[src/rtl/rx_frame_sequencer_pkg.sv]
// Shared constants and types for the receive frame sequencer.
// Control byte values are reserved and never carried as REF/PAYLOAD data.
package rx_frame_sequencer_pkg;

    localparam logic [7:0] FRAME_HEADSTART = 8'hC3;
    localparam logic [7:0] FRAME_START     = 8'h3C;
    localparam logic [7:0] FRAME_END       = 8'h5A;

    typedef enum logic [2:0] {
        SEQ_HUNT,
        SEQ_HEAD,
        SEQ_DATA,
        SEQ_HOLD
    } seq_state_t;

    typedef enum logic [2:0] {
        ERR_NONE,
        ERR_SHORT,
        ERR_LONG,
        ERR_RESYNC,
        ERR_TIMEOUT
    } seq_err_t;

    function automatic int max_int(input int a, input int b);
        return (a > b) ? a : b;
    endfunction

endpackage

[src/rtl/rx_frame_sequencer_byte_aligner.sv]
// Bit-serial shifter: hunts for the head-start pattern bit by bit,
// then frames whole bytes once locked.
module byte_aligner
    import rx_frame_sequencer_pkg::*;
(
    input  logic       clk,
    input  logic       rst_n,
    input  logic       i_valid,
    input  logic       i_bit,
    input  logic       i_locked,
    input  logic       i_clear,
    output logic       o_byte_done,
    output logic       o_hunt_hit,
    output logic [7:0] o_byte
);

    logic [7:0] r_shift;
    logic [2:0] r_cnt;
    logic [7:0] w_next;

    assign w_next      = {r_shift[6:0], i_bit};
    assign o_byte      = w_next;
    assign o_byte_done = i_valid && i_locked && (r_cnt == 3'd7);
    assign o_hunt_hit  = i_valid && !i_locked && (w_next == FRAME_HEADSTART);

    always_ff @(posedge clk or negedge rst_n) begin
        if (!rst_n) begin
            r_shift <= '0;
            r_cnt   <= '0;
        end else if (i_clear) begin
            r_shift <= '0;
            r_cnt   <= '0;
        end else if (i_valid) begin
            r_shift <= w_next;
            r_cnt   <= i_locked ? r_cnt + 3'd1 : 3'd0;
        end
    end

endmodule

[src/rtl/rx_frame_sequencer.sv]
// Receive frame sequencer: aligns bytes, counts REF/PAYLOAD fields,
// checks framing and holds a completed frame until acknowledged.
module rx_frame_sequencer
    import rx_frame_sequencer_pkg::*;
#(
    parameter int REF_BYTES      = 2,
    parameter int PAYLOAD_BYTES  = 4,
    parameter int TIMEOUT_CYCLES = 4096
) (
    input  logic       clk,
    input  logic       rst_n,
    input  logic       sym_valid,
    input  logic       sym_bit,
    output logic       hdr_we,
    output logic       data_we,
    output logic [7:0] byte_out,
    output logic       buf_clr,
    output logic       frame_valid,
    input  logic       frame_ack,
    output logic       err,
    output logic [2:0] err_code,
    output logic [7:0] overrun_cnt
);

    localparam int FW = $clog2(max_int(REF_BYTES, PAYLOAD_BYTES) + 1);
    localparam int TW = $clog2(TIMEOUT_CYCLES + 1);
    localparam logic [FW-1:0] REF_N    = FW'(REF_BYTES);
    localparam logic [FW-1:0] PAY_N    = FW'(PAYLOAD_BYTES);
    localparam logic [TW-1:0] TMO_LAST = TW'(TIMEOUT_CYCLES - 1);

    seq_state_t    r_state, w_state_nx;
    seq_err_t      r_code, w_code_nx, w_fcode;
    logic [FW-1:0] r_field, w_field_nx;
    logic [TW-1:0] r_tmo, w_tmo_nx;
    logic [7:0]    r_byte, w_byte_nx;
    logic [7:0]    r_ovr, w_ovr_nx;
    logic          r_hdr, w_hdr_nx;
    logic          r_data, w_data_nx;
    logic          r_clr, w_clr_nx;
    logic          r_err, w_err_nx;
    logic          r_fv, w_fv_nx;
    logic          w_fail, w_aln_clr;
    logic          w_aln_valid, w_locked;
    logic          w_byte_done, w_hunt_hit;
    logic [7:0]    w_byte;

    // Bits arriving while a frame is held are dropped, never shifted.
    assign w_aln_valid = sym_valid && (r_state != SEQ_HOLD);
    assign w_locked    = (r_state == SEQ_HEAD) || (r_state == SEQ_DATA);

    byte_aligner u_aligner (
        .clk         (clk),
        .rst_n       (rst_n),
        .i_valid     (w_aln_valid),
        .i_bit       (sym_bit),
        .i_locked    (w_locked),
        .i_clear     (w_aln_clr),
        .o_byte_done (w_byte_done),
        .o_hunt_hit  (w_hunt_hit),
        .o_byte      (w_byte)
    );

    always_comb begin
        w_state_nx = r_state;
        w_field_nx = r_field;
        w_tmo_nx   = r_tmo;
        w_byte_nx  = r_byte;
        w_ovr_nx   = r_ovr;
        w_code_nx  = r_code;
        w_fv_nx    = r_fv;
        w_hdr_nx   = 1'b0;
        w_data_nx  = 1'b0;
        w_clr_nx   = 1'b0;
        w_err_nx   = 1'b0;
        w_fail     = 1'b0;
        w_fcode    = ERR_NONE;
        w_aln_clr  = 1'b0;
        unique case (r_state)
            SEQ_HUNT: begin
                if (w_hunt_hit) begin
                    w_state_nx = SEQ_HEAD;
                    w_field_nx = '0;
                    w_tmo_nx   = '0;
                end
            end
            SEQ_HEAD, SEQ_DATA: begin
                if (sym_valid) begin
                    w_tmo_nx = '0;
                end else if (r_tmo == TMO_LAST) begin
                    w_fail     = 1'b1;
                    w_fcode    = ERR_TIMEOUT;
                    w_state_nx = SEQ_HUNT;
                    w_aln_clr  = 1'b1;
                    w_tmo_nx   = '0;
                end else begin
                    w_tmo_nx = r_tmo + 1'b1;
                end
                if (w_byte_done) begin
                    w_byte_nx = w_byte;
                    if (r_state == SEQ_HEAD) begin
                        unique case (1'b1)
                            (w_byte == FRAME_HEADSTART): begin
                                w_fail     = 1'b1;
                                w_fcode    = ERR_RESYNC;
                                w_field_nx = '0;
                            end
                            (w_byte == FRAME_START): begin
                                if (r_field == REF_N) begin
                                    w_state_nx = SEQ_DATA;
                                    w_field_nx = '0;
                                end else begin
                                    w_fail     = 1'b1;
                                    w_fcode    = ERR_SHORT;
                                    w_state_nx = SEQ_HUNT;
                                end
                            end
                            (w_byte == FRAME_END): begin
                                w_fail     = 1'b1;
                                w_fcode    = ERR_SHORT;
                                w_state_nx = SEQ_HUNT;
                            end
                            default: begin
                                if (r_field < REF_N) begin
                                    w_hdr_nx   = 1'b1;
                                    w_field_nx = r_field + 1'b1;
                                end else begin
                                    w_fail     = 1'b1;
                                    w_fcode    = ERR_LONG;
                                    w_state_nx = SEQ_HUNT;
                                end
                            end
                        endcase
                    end else begin
                        unique case (1'b1)
                            (w_byte == FRAME_END): begin
                                if (r_field == PAY_N) begin
                                    w_state_nx = SEQ_HOLD;
                                    w_fv_nx    = 1'b1;
                                end else begin
                                    w_fail     = 1'b1;
                                    w_fcode    = ERR_SHORT;
                                    w_state_nx = SEQ_HUNT;
                                end
                            end
                            (w_byte == FRAME_HEADSTART): begin
                                w_fail     = 1'b1;
                                w_fcode    = ERR_RESYNC;
                                w_state_nx = SEQ_HEAD;
                                w_field_nx = '0;
                            end
                            (w_byte == FRAME_START): begin
                                w_fail     = 1'b1;
                                w_fcode    = ERR_LONG;
                                w_state_nx = SEQ_HUNT;
                            end
                            default: begin
                                if (r_field < PAY_N) begin
                                    w_data_nx  = 1'b1;
                                    w_field_nx = r_field + 1'b1;
                                end else begin
                                    w_fail     = 1'b1;
                                    w_fcode    = ERR_LONG;
                                    w_state_nx = SEQ_HUNT;
                                end
                            end
                        endcase
                    end
                end
            end
            SEQ_HOLD: begin
                if (sym_valid && (r_ovr != 8'hFF)) begin
                    w_ovr_nx = r_ovr + 8'd1;
                end
                if (frame_ack) begin
                    w_fv_nx    = 1'b0;
                    w_state_nx = SEQ_HUNT;
                    w_aln_clr  = 1'b1;
                end
            end
            default: w_state_nx = SEQ_HUNT;
        endcase
        // Any error suppresses the strobe of the byte that caused it.
        if (w_fail) begin
            w_err_nx  = 1'b1;
            w_clr_nx  = 1'b1;
            w_code_nx = w_fcode;
            w_hdr_nx  = 1'b0;
            w_data_nx = 1'b0;
        end
    end

    always_ff @(posedge clk or negedge rst_n) begin
        if (!rst_n) begin
            r_state <= SEQ_HUNT;
            r_field <= '0;
            r_tmo   <= '0;
            r_byte  <= '0;
            r_ovr   <= '0;
            r_code  <= ERR_NONE;
            r_fv    <= 1'b0;
            r_hdr   <= 1'b0;
            r_data  <= 1'b0;
            r_clr   <= 1'b0;
            r_err   <= 1'b0;
        end else begin
            r_state <= w_state_nx;
            r_field <= w_field_nx;
            r_tmo   <= w_tmo_nx;
            r_byte  <= w_byte_nx;
            r_ovr   <= w_ovr_nx;
            r_code  <= w_code_nx;
            r_fv    <= w_fv_nx;
            r_hdr   <= w_hdr_nx;
            r_data  <= w_data_nx;
            r_clr   <= w_clr_nx;
            r_err   <= w_err_nx;
        end
    end

    assign hdr_we      = r_hdr;
    assign data_we     = r_data;
    assign byte_out    = r_byte;
    assign buf_clr     = r_clr;
    assign frame_valid = r_fv;
    assign err         = r_err;
    assign err_code    = r_code;
    assign overrun_cnt = r_ovr;

endmodule

[config.mk]
export PLATFORM = sky130hd
export DESIGN_NAME = rx_frame_sequencer
export DESIGN_NICKNAME = d
export VERILOG_FILES = /design/src/rtl/rx_frame_sequencer_pkg.sv /design/src/rtl/rx_frame_sequencer_byte_aligner.sv /design/src/rtl/rx_frame_sequencer.sv
export SDC_FILE = /design/constraint.sdc
export NUM_CORES = 1
export LEC_CHECK = 0
export ABC_AREA = 0
export BUFFER_PORTS_ARGS = -buffer_cell sky130_fd_sc_hd__buf_2
export CORE_MARGIN = 4
export CORE_UTILIZATION = 42
export DETAILED_ROUTE_END_ITERATION = 12
export HOLD_SLACK_MARGIN = 0.02
export PLACE_DENSITY = 0.63
export SETUP_SLACK_MARGIN = 0.2
export SYNTH_ARGS = -nofsm -noshare
export SYNTH_HDL_FRONTEND = slang
export SYNTH_SLANG_ARGS = --single-unit
[constraint.sdc]
create_clock -name clk -period 1.7 [get_ports clk]
set_clock_uncertainty 0.05 [all_clocks]
set_input_delay 0.51 -clock clk [delete_from_list [all_inputs] [get_ports clk]]
set_output_delay 0.51 -clock clk [all_outputs]
set_load 0.02 [all_outputs]
# --- Word-level counts from Yosys, hierarchy flattened ---
# Cells that the tools add are included.
# Widths: inputs -> output; s select.
classes:
  addsub: 4
  multipliers: 0
  n_div: 0
  magnitude_cmp: 2
  n_eq_ne: 23
  n_shift: 0
  muxes: 74
  bitwise: 0
  reduce_logical: 23
ops:
  columns: ["op", "n"]
  rows:
  - ["$mux 3", 26]
  - ["$pmux 3 s3", 6]
  - ["$mux 13", 3]
  - ["$mux 1", 28]
  - ["$pmux 13 s2", 1]
  - ["$mux 7", 2]
  - ["$add 13x1->13 const B", 1]
  - ["$eq 13x12->1 const B", 1]
  - ["$pmux 3 s2", 2]
  - ["$eq 3x2->1 const B", 3]
  - ["$add 8x1->8 const B", 1]
  - ["$eq 8x6->1 const B", 1]
  - ["$eq 8x7->1 const B", 1]
  - ["$eq 8x8->1 const B", 1]
  - ["$ne 2x2->1 const B", 4]
  - ["$ne 4x4->1 const B", 2]
  - ["$ne 8x8->1 const B", 1]
  - ["$pmux 1 s2", 4]
  - ["$reduce_and 2->1", 4]
  - ["$reduce_and 8->1", 1]
  - ["$reduce_or 2->1", 4]
  - ["$add 3x1->3 const B", 2]
  - ["$eq 3x3->1 const B", 2]
  - ["$logic_and 1x1->1", 6]
  - ["other kinds (14)", 19]
word_totals:
  reg_bits: 52
  latchBits: 0
  mem_bits_rw: 0
  rom_bits: 0
  inputBits: 5
  out_inout_bits: 24
  elab_cells: 138
  n_memories: 0

# --- Logic depth before layout (Yosys ltp) ---
# Gate-level depths: netlist of run 1.
logic_depth:
  word_depth: 9
  ltp_mapped: 8
  ltp_nobuf: 8

# --- Cells and area by module ---
# Synthesis of run 1 repeated with hierarchy kept, for this count alone.
unflattened:
  cells_unflattened: 274
  hier_area_um2: 2816.5
by_module_without_submodules:
  columns: ["module", "n_inst", "cells_each", "area_each_um2", "seq_area_each_um2"]
  rows:
  - ["rx_frame_sequencer", 1, 232, 2338.5, 1051.0]
  - ["byte_aligner", 1, 42, 478.0, 250.2]

# --- Worst setup path after synthesis of run 1 ---
# Ideal clock, no wire load.
synth_path:
  kind: "flip-flop to flip-flop"
  from: "register u_aligner.r_cnt[0]"
  to: "register r_code[1], in the netlist err_code[1]"
  setup_ns: 0.122
  arrival_ns: 1.710
  required_ns: 1.528
  slack_ns: -0.181
  stages_incl_launch_ff: 8
  path_buffers: 0
  period_less_slack_ns: 1.881
  cell_sequence: "dfrtp_1 -> ha_1 -> ha_1 -> nand2_1 -> or4b_4 -> nor2_1 -> a32oi_2 -> a32o_1"
synth_via:
  elab_chain_len: 4
  elab_cells_between_ends: 6
  cone_classes: "1 x eq/ne; 4 x mux; 1 x reduce/logical"
synth_lines:
  columns: ["item", "line_no", "source"]
  rows:
  - ["from (decl)", "rx_frame_sequencer_byte_aligner.sv:18", "logic [2:0] r_cnt;"]
  - ["from (signal assigned)", "rx_frame_sequencer_byte_aligner.sv:35", "r_cnt <= i_locked ? r_cnt + 3'd1 : 3'd0;"]
  - ["$eq 3x3->1 *", "rx_frame_sequencer_byte_aligner.sv:23", "assign o_byte_done = i_valid && i_locked && (r_cnt == 3'd7);"]
  - ["$logic_and 1x1->1 *", "rx_frame_sequencer_byte_aligner.sv:23", null]
  - ["$mux 3 or $mux 1 (tied branches)", "rx_frame_sequencer.sv:98", "if (w_byte_done) begin"]
  - ["$mux 3 or $mux 1 (tied branches)", "rx_frame_sequencer.sv:78", "unique case (r_state)"]
  - ["to (signal assigned)", "rx_frame_sequencer.sv:211", "r_code <= w_code_nx;"]
  - ["to (decl)", "rx_frame_sequencer.sv:32", "seq_err_t r_code, w_code_nx, w_fcode;"]
# Every way passes the cells marked *; elsewhere a longest branch is shown, timed or not.
# A chain may end at the register's enable or synchronous reset.

# --- Worst setup path after layout of run 1 ---
layout_path:
  from: "register u_aligner.r_cnt[0]"
  to: "register r_code[0], in the netlist err_code[0]"
# Same word-level chain as after synthesis.

==> results.toml, run 1 <==
[sta]
fmax_mhz = 511
drv_slew = 0
hold_viol = 0
fin_crit_sh_pct = 115
setup_violations = 49
min_period_ps = 1960
layout_setup_ws_ps = -256
rsz0062_at_grt = "yes"

[finish]
fillCellCount = 486
antenna_cells = 0
drive_gt1_share_pct = 55.8
final_core_util_pct = 67.6
area_growth_syn_to_layout_pct = 53.9
nNetsFinal = 408

[yosys]
synth_ff_type = "dfrtp_1"
synthCells = 265
avgSynthCellArea_sq_um = 10.6
synth-edff-count = 0
syn-num-nets = 276
synth_cell_types = 67
netlist.area_leader.share_pct = 46.1
ys_warn_count = 0
synth_seq_area_share_pct = 46.1
yosysMostFrequentCell = "dfrtp_1"
yosys.area.top_type = "dfrtp_1"
ys_top_cells_by_count = "dfrtp_1, nor2_1, nand2_1"
ys_ff_latch = 52
synth_area_leaders = "dfrtp_1, o21ai_0, mux2_2"
synthArstFlopShare_pct = 100
syn_area_sq_um = 2820

[power]
powerDensity_nw_per_um2 = 581
peakVddDrop_v = 0.000518
totalPowerFinal_mw = 2.52
power_leakage_nw = 2.12

[grt]
grt_pass1_wl_um = 12100
grt_pass1_vias = 2501
track_usage_pct = 18.1
antenna_found_initial = 0
grt.overflow.total = 0
grt_start_max_net_pins = 53

[floorplanning]
dieArea_sq_um = 8090
die_y_um = 90.0
io_pins = 29
core-area_sq_um = 6420
die_width_um = 90.0
fp-row-count = 29
initial_core_util_pct = 43.9

[detailed_routing]
top_layer = "met4"
viasPerCell = 5.32
met1_length_um = 3440
drtIter0Drc = 67
met3RoutedLength_um = 203
drtAntennaViolNets = 0
first_pass_iters = 4
drc = 0
wire_per_inst_um = 15.8
postRouteWirelength_um = 7490
vias = 2526
wl_met2_um = 3740

[cts]
clk_latency_ps = 320
cts_sinks = 52
clockRootBuffer = "clkbuf_8"
clk_pin_slew_worst_paths_ps = 100
tritoncts = "yes"
clock_path_buffers = 2
cts_max_level = 2
cts_made_buffers = 5

[placed_design]
dpl.hpwl_um = 4830
gp_congestion = 0.852
portBuffers = 28

[critical_path]
worstPathRequired_ps = 1850
critical_path.max_fanout = 4
endpoint_kind = "flop"
start_kind = "flop"
worstSetupPathType = "reg -> reg"
crit_arrival_ps = 2100

[status]
status = "finished with violations"
violations = "setup timing"

[run]
max_cap_violations = 0

[min_path]
hp-class = "in -> async"
[cell families after synthesis]
kind of cell / Yosys count / share of synthesized area (%)
and+or+nand+nor: 107 / 22.4
AOI/OAI and AO/OA: 61 / 16.7
DFF: 52 / 46.1
muxes: 16 / 6.08
buffers and inverters: 14 / 3.41
xor gates and xnor gates: 8 / 2.48
adders and majority gates: 6 / 2.66
other: 1 / 0.133
[area by class of cell]
class / instances / area [sq um] / share of cell area [%]
Tap cell: 77 / 96.3 / 2.22
Inverter: 4 / 15.0 / 0.346
Clock inverter: 1 / 7.51 / 0.173
Multi-Input combinational cell: 200 / 1760 / 40.5
Sequential cell: 52 / 1310 / 30.1
Clock buffer: 7 / 86.3 / 1.99
Timing Repair Buffer: 134 / 1070 / 24.7
[flip-flops by register name, indices dropped and copies added, names as in the netlist]
register and count:
err 1, u_aligner.r_shift 7, err_code 3, r_field 3
byte_out 8, frame_valid 1, r_state 3, overrun_cnt 8
r_tmo 13, hdr_we 1, u_aligner.r_cnt 3, data_we 1
[where the power goes]
part	internal [mW]	switching, mW
sequential	1.29	0.0437
combinational	0.237	0.193
clock	0.332	0.430
[worst max-delay path, stage by stage, from the launching register on]
cell and delay [ps]:
dfrtp_1 370, ha_2 200, ha_4 130, nand2_2 50
or4b_4 560, nor2_4 160, a32oi_4 80, a32o_1 240
[per-layer routing]
metal,vias up,global-route usage [%]
li1,1232,-
met1,1253,24.2
met2,33,29.8
met3,8,3.34
met4,0,5.61
met5,-,0
[metrics by stage]
stage / TNS [ps] / area, sq um / setup slack (ps) / std cells / hold WS (ps)
after detailed placement: -4050 / 3680 / -320 / 433 / 418
after global routing: -10180 / 4340 / -314 / 475 / 134
final: -6540 / 4340 / -256 / 475 / 112
after floorplan: -773 / 2960 / -132 / 265 / 164
after global placement: -3090 / 3680 / -241 / 433 / 420
after CTS: -3490 / 4150 / -232 / 466 / 138
[timing repair]
| item | in CTS | in global routing |
|---|---|---|
| cloned | 2 | 0 |
| buffers inserted | 23 | 9 |
| hold endpoints to repair | 0 | 0 |
| gates resized for setup | 48 | 26 |
| pin swaps | 25 | 16 |
| hold buffers | 0 | 0 |
| setup endpoints to repair | 55 | 55 |
[layout by cell type (no fill, tap or decap), types with 4 or more instances in the layout]
cell      netlist  layout
buf_4           3      81
nor2_4          1       8
mux2_2          9       8
and3_4          0       5
o21ai_2         1       4
clkbuf_8        0       6
nand2_1        26      21
o21ai_1         1      16
a21oi_1         5       4
a21o_1          4       4
buf_6           4      23
o21ai_0        22       4
inv_1           4       4
o31ai_1         4       4
dfrtp_1        52      49
mux2i_1         7       7
nor3_1          5       4
nand4_1         6       6
nor2_2          0       5
and3_1         10       5
nand2_2         1       5
xnor2_1         7       7
nor2_1         27      15
buf_2           2      25
[final timing paths]
check	from	endpoint	slack, ps	cells past startpoint
max	u_aligner.r_cnt[0]$_DFFE_PN0P_	err_code[0]$_DFFE_PN0P_	-260	7
min	rst_n	r_tmo[8]$_DFFE_PN0P_	110	2
max reg2reg	u_aligner.r_cnt[0]$_DFFE_PN0P_	err_code[0]$_DFFE_PN0P_	-260	7
min reg2reg	overrun_cnt[6]$_DFFE_PN0P_	overrun_cnt[6]$_DFFE_PN0P_	440	1
max in group asynchronous	rst_n	overrun_cnt[0]$_DFFE_PN0P_	1230	2
min in group clk	sym_bit	byte_out[0]$_DFFE_PN0P_	440	2
(Power assumes the default switching activity.)
==> run 2, diff against run 1 <==
Settings changed: CORE_UTILIZATION 42 to 53, PLACE_DENSITY 0.63 to 0.77.
==> run 2 against run 1 <==
Compared with the run above: the flow still finishes with violations (setup timing); power down 0.57%; hold slack improved by 18 ps; final cell count decreased by 3.6%; clock-buffer cell count shrank 1; register-to-register slack is essentially flat; die area down 19%; critical path type unchanged.
==> results.toml, run 2 (synthesized netlist as in run 1, its figures left out) <==
[status]
status = "finished with violations"
violations = "setup timing"

[floorplanning]
die_width_um = 81.0
initial_core_util_pct = 54.9
dieArea_sq_um = 6550
die_y_um = 81.0
core-area_sq_um = 5140
fp-row-count = 26
io_pins = 29

[critical_path]
cp_slowest_cell = "or4b_4"
r2r_start = "u_aligner.r_cnt[0]$_DFFE_PN0P_"
reg2reg_depth = 7
start_kind = "flop"
r2r_setup_slack_ps = -270
path_cells = "ha_2, ha_4, nand2_4, or4b_4, nor2_4, a32oi_4, a32o_1"
rr_endpoint = "err_code[0]$_DFFE_PN0P_"
critPathTopFamily = "simple AND/OR/NAND/NOR gates"
crit_arrival_ps = 2120
endpoint_kind = "flop"
startpoint = "u_aligner.r_cnt[0]$_DFFE_PN0P_"
worstSetupPathType = "reg -> reg"
critPathMaxStageDelay_ps = 560
worst-path-buf-inv = 0
critical_path.max_fanout = 4
worstPathRequired_ps = 1850

[finish]
top_register = "r_tmo"
final_core_util_pct = 83.6
nNetsFinal = 398
antenna_cells = 0
largest_reg_flops = 13
drive_gt1_share_pct = 60.6
final_cell_mix = "buf_4, dfrtp_1, buf_2, buf_6, nand2_1"
area_growth_syn_to_layout_pct = 52.2
final_area_sq_um = 4300
final_common_cell = "buf_4"

[sta]
layout_setup_ws_ps = -267
min_period_ps = 1970
drv_slew = 0
fin_crit_sh_pct = 116
fmax_mhz = 508
rsz0062_at_grt = "yes"
hold_viol = 0
setup_violations = 38

[grt]
grt_pass1_wl_um = 12300
grt_pass1_vias = 2624
antenna_found_initial = 0
grt.overflow.total = 0
grt_start_max_net_pins = 53
track_usage_pct = 24.0

[placed_design]
dpl.hpwl_um = 4760
portBuffers = 28
place_area_sq_um = 3630
gp_congestion = 0.868

[cts]
clock_path_buffers = 2
clockRootBuffer = "clkbuf_8"
tritoncts = "yes"
cts_made_buffers = 5
cts_max_level = 2
ctsHoldBuffers = 0
clk_pin_slew_worst_paths_ps = 90
cts_sinks = 52
clk_latency_ps = 310

[detailed_routing]
viasPerCell = 5.80
drtIter0Drc = 165
wire_per_inst_um = 17.7
vias = 2656
first_pass_iters = 5
drc = 0
drtAntennaViolNets = 0
postRouteWirelength_um = 8100

[power]
powerDensity_nw_per_um2 = 584
peakVddDrop_v = 0.000575
power_leakage_nw = 2.07

[min_path]
hp-class = "in -> async"

[run]
max_cap_violations = 0
run 2: cell types whose count changed in the layout (fill, tap and decap cells not counted), sizes merged:
cell    previous run  this run
buf              134       124
clkbuf             7         6
clkinv             0         1
run 2: worst max path at each step:
stage / end / cells past startpoint
2_1_floorplan: err_code[1]$_DFFE_PN0P_ / 7
3_3_place_gp: r_field[0]$_DFFE_PN0P_ / 7
3_5_place_dp: r_field[2]$_DFFE_PN0P_ / 7
4_1_cts: err_code[1]$_DFFE_PN0P_ / 7
5_1_grt: err_code[0]$_DFFE_PN0P_ / 7
6_report: err_code[0]$_DFFE_PN0P_ / 7
run 2: worst register-to-register path: cells and delay by family (launching register included):
family,cells,cell delay [ps]
adders and majority gates,2,340
AOI/OAI and AO/OA,2,320
and+or+nand+nor,3,780
DFF,1,380
run 2: stage by stage:
stage	instances	setup WS, ps	hold slack [ps]	total power [mW]	setup TNS (ps)
final	458	-267	131	2.51	-3220
after global routing	458	-328	141	2.62	-6160
after CTS	447	-220	135	2.43	-1640
after detailed placement	419	-293	415	1.67	-4500
after global placement	419	-252	411	1.66	-3480
after floorplan	265	-132	164	1.49	-773
run 2: per-layer routing:
metal	global-route usage (%)	vias up	wire length [um]
li1	-	1225	-
met1	28.2	1312	3110
met2	43.2	98	4450
met3	4.66	21	387
met4	9.29	0	153
met5	0	-	0
run 2: power breakdown:
part | switching, mW | leakage [nW] | internal, mW
Sequential | 0.0521 | 0.695 | 1.29
Clock | 0.404 | 0.0412 | 0.288
Combinational | 0.212 | 1.34 | 0.266
Total | 0.668 | 2.07 | 1.84
run 2: repair_timing:
item                                    in CTS  in global routing
resized for setup                           44                 52
pin swaps                                   28                 26
endpoints found under the setup margin      55                 55
setup buffers                               18                 11
gates cloned                                 2                  0
run 2: layout make-up:
| class | count | area (sq um) |
|---|---|---|
| fillers | 264 | 845 |
| clock inverters | 2 | 12.5 |
| inverters | 4 | 15.0 |
| well taps | 70 | 87.6 |
| clock buffers | 6 | 72.6 |
| multi-input cells | 200 | 1810 |
| repair buffers | 124 | 983 |
| flip-flops and latches | 52 | 1310 |
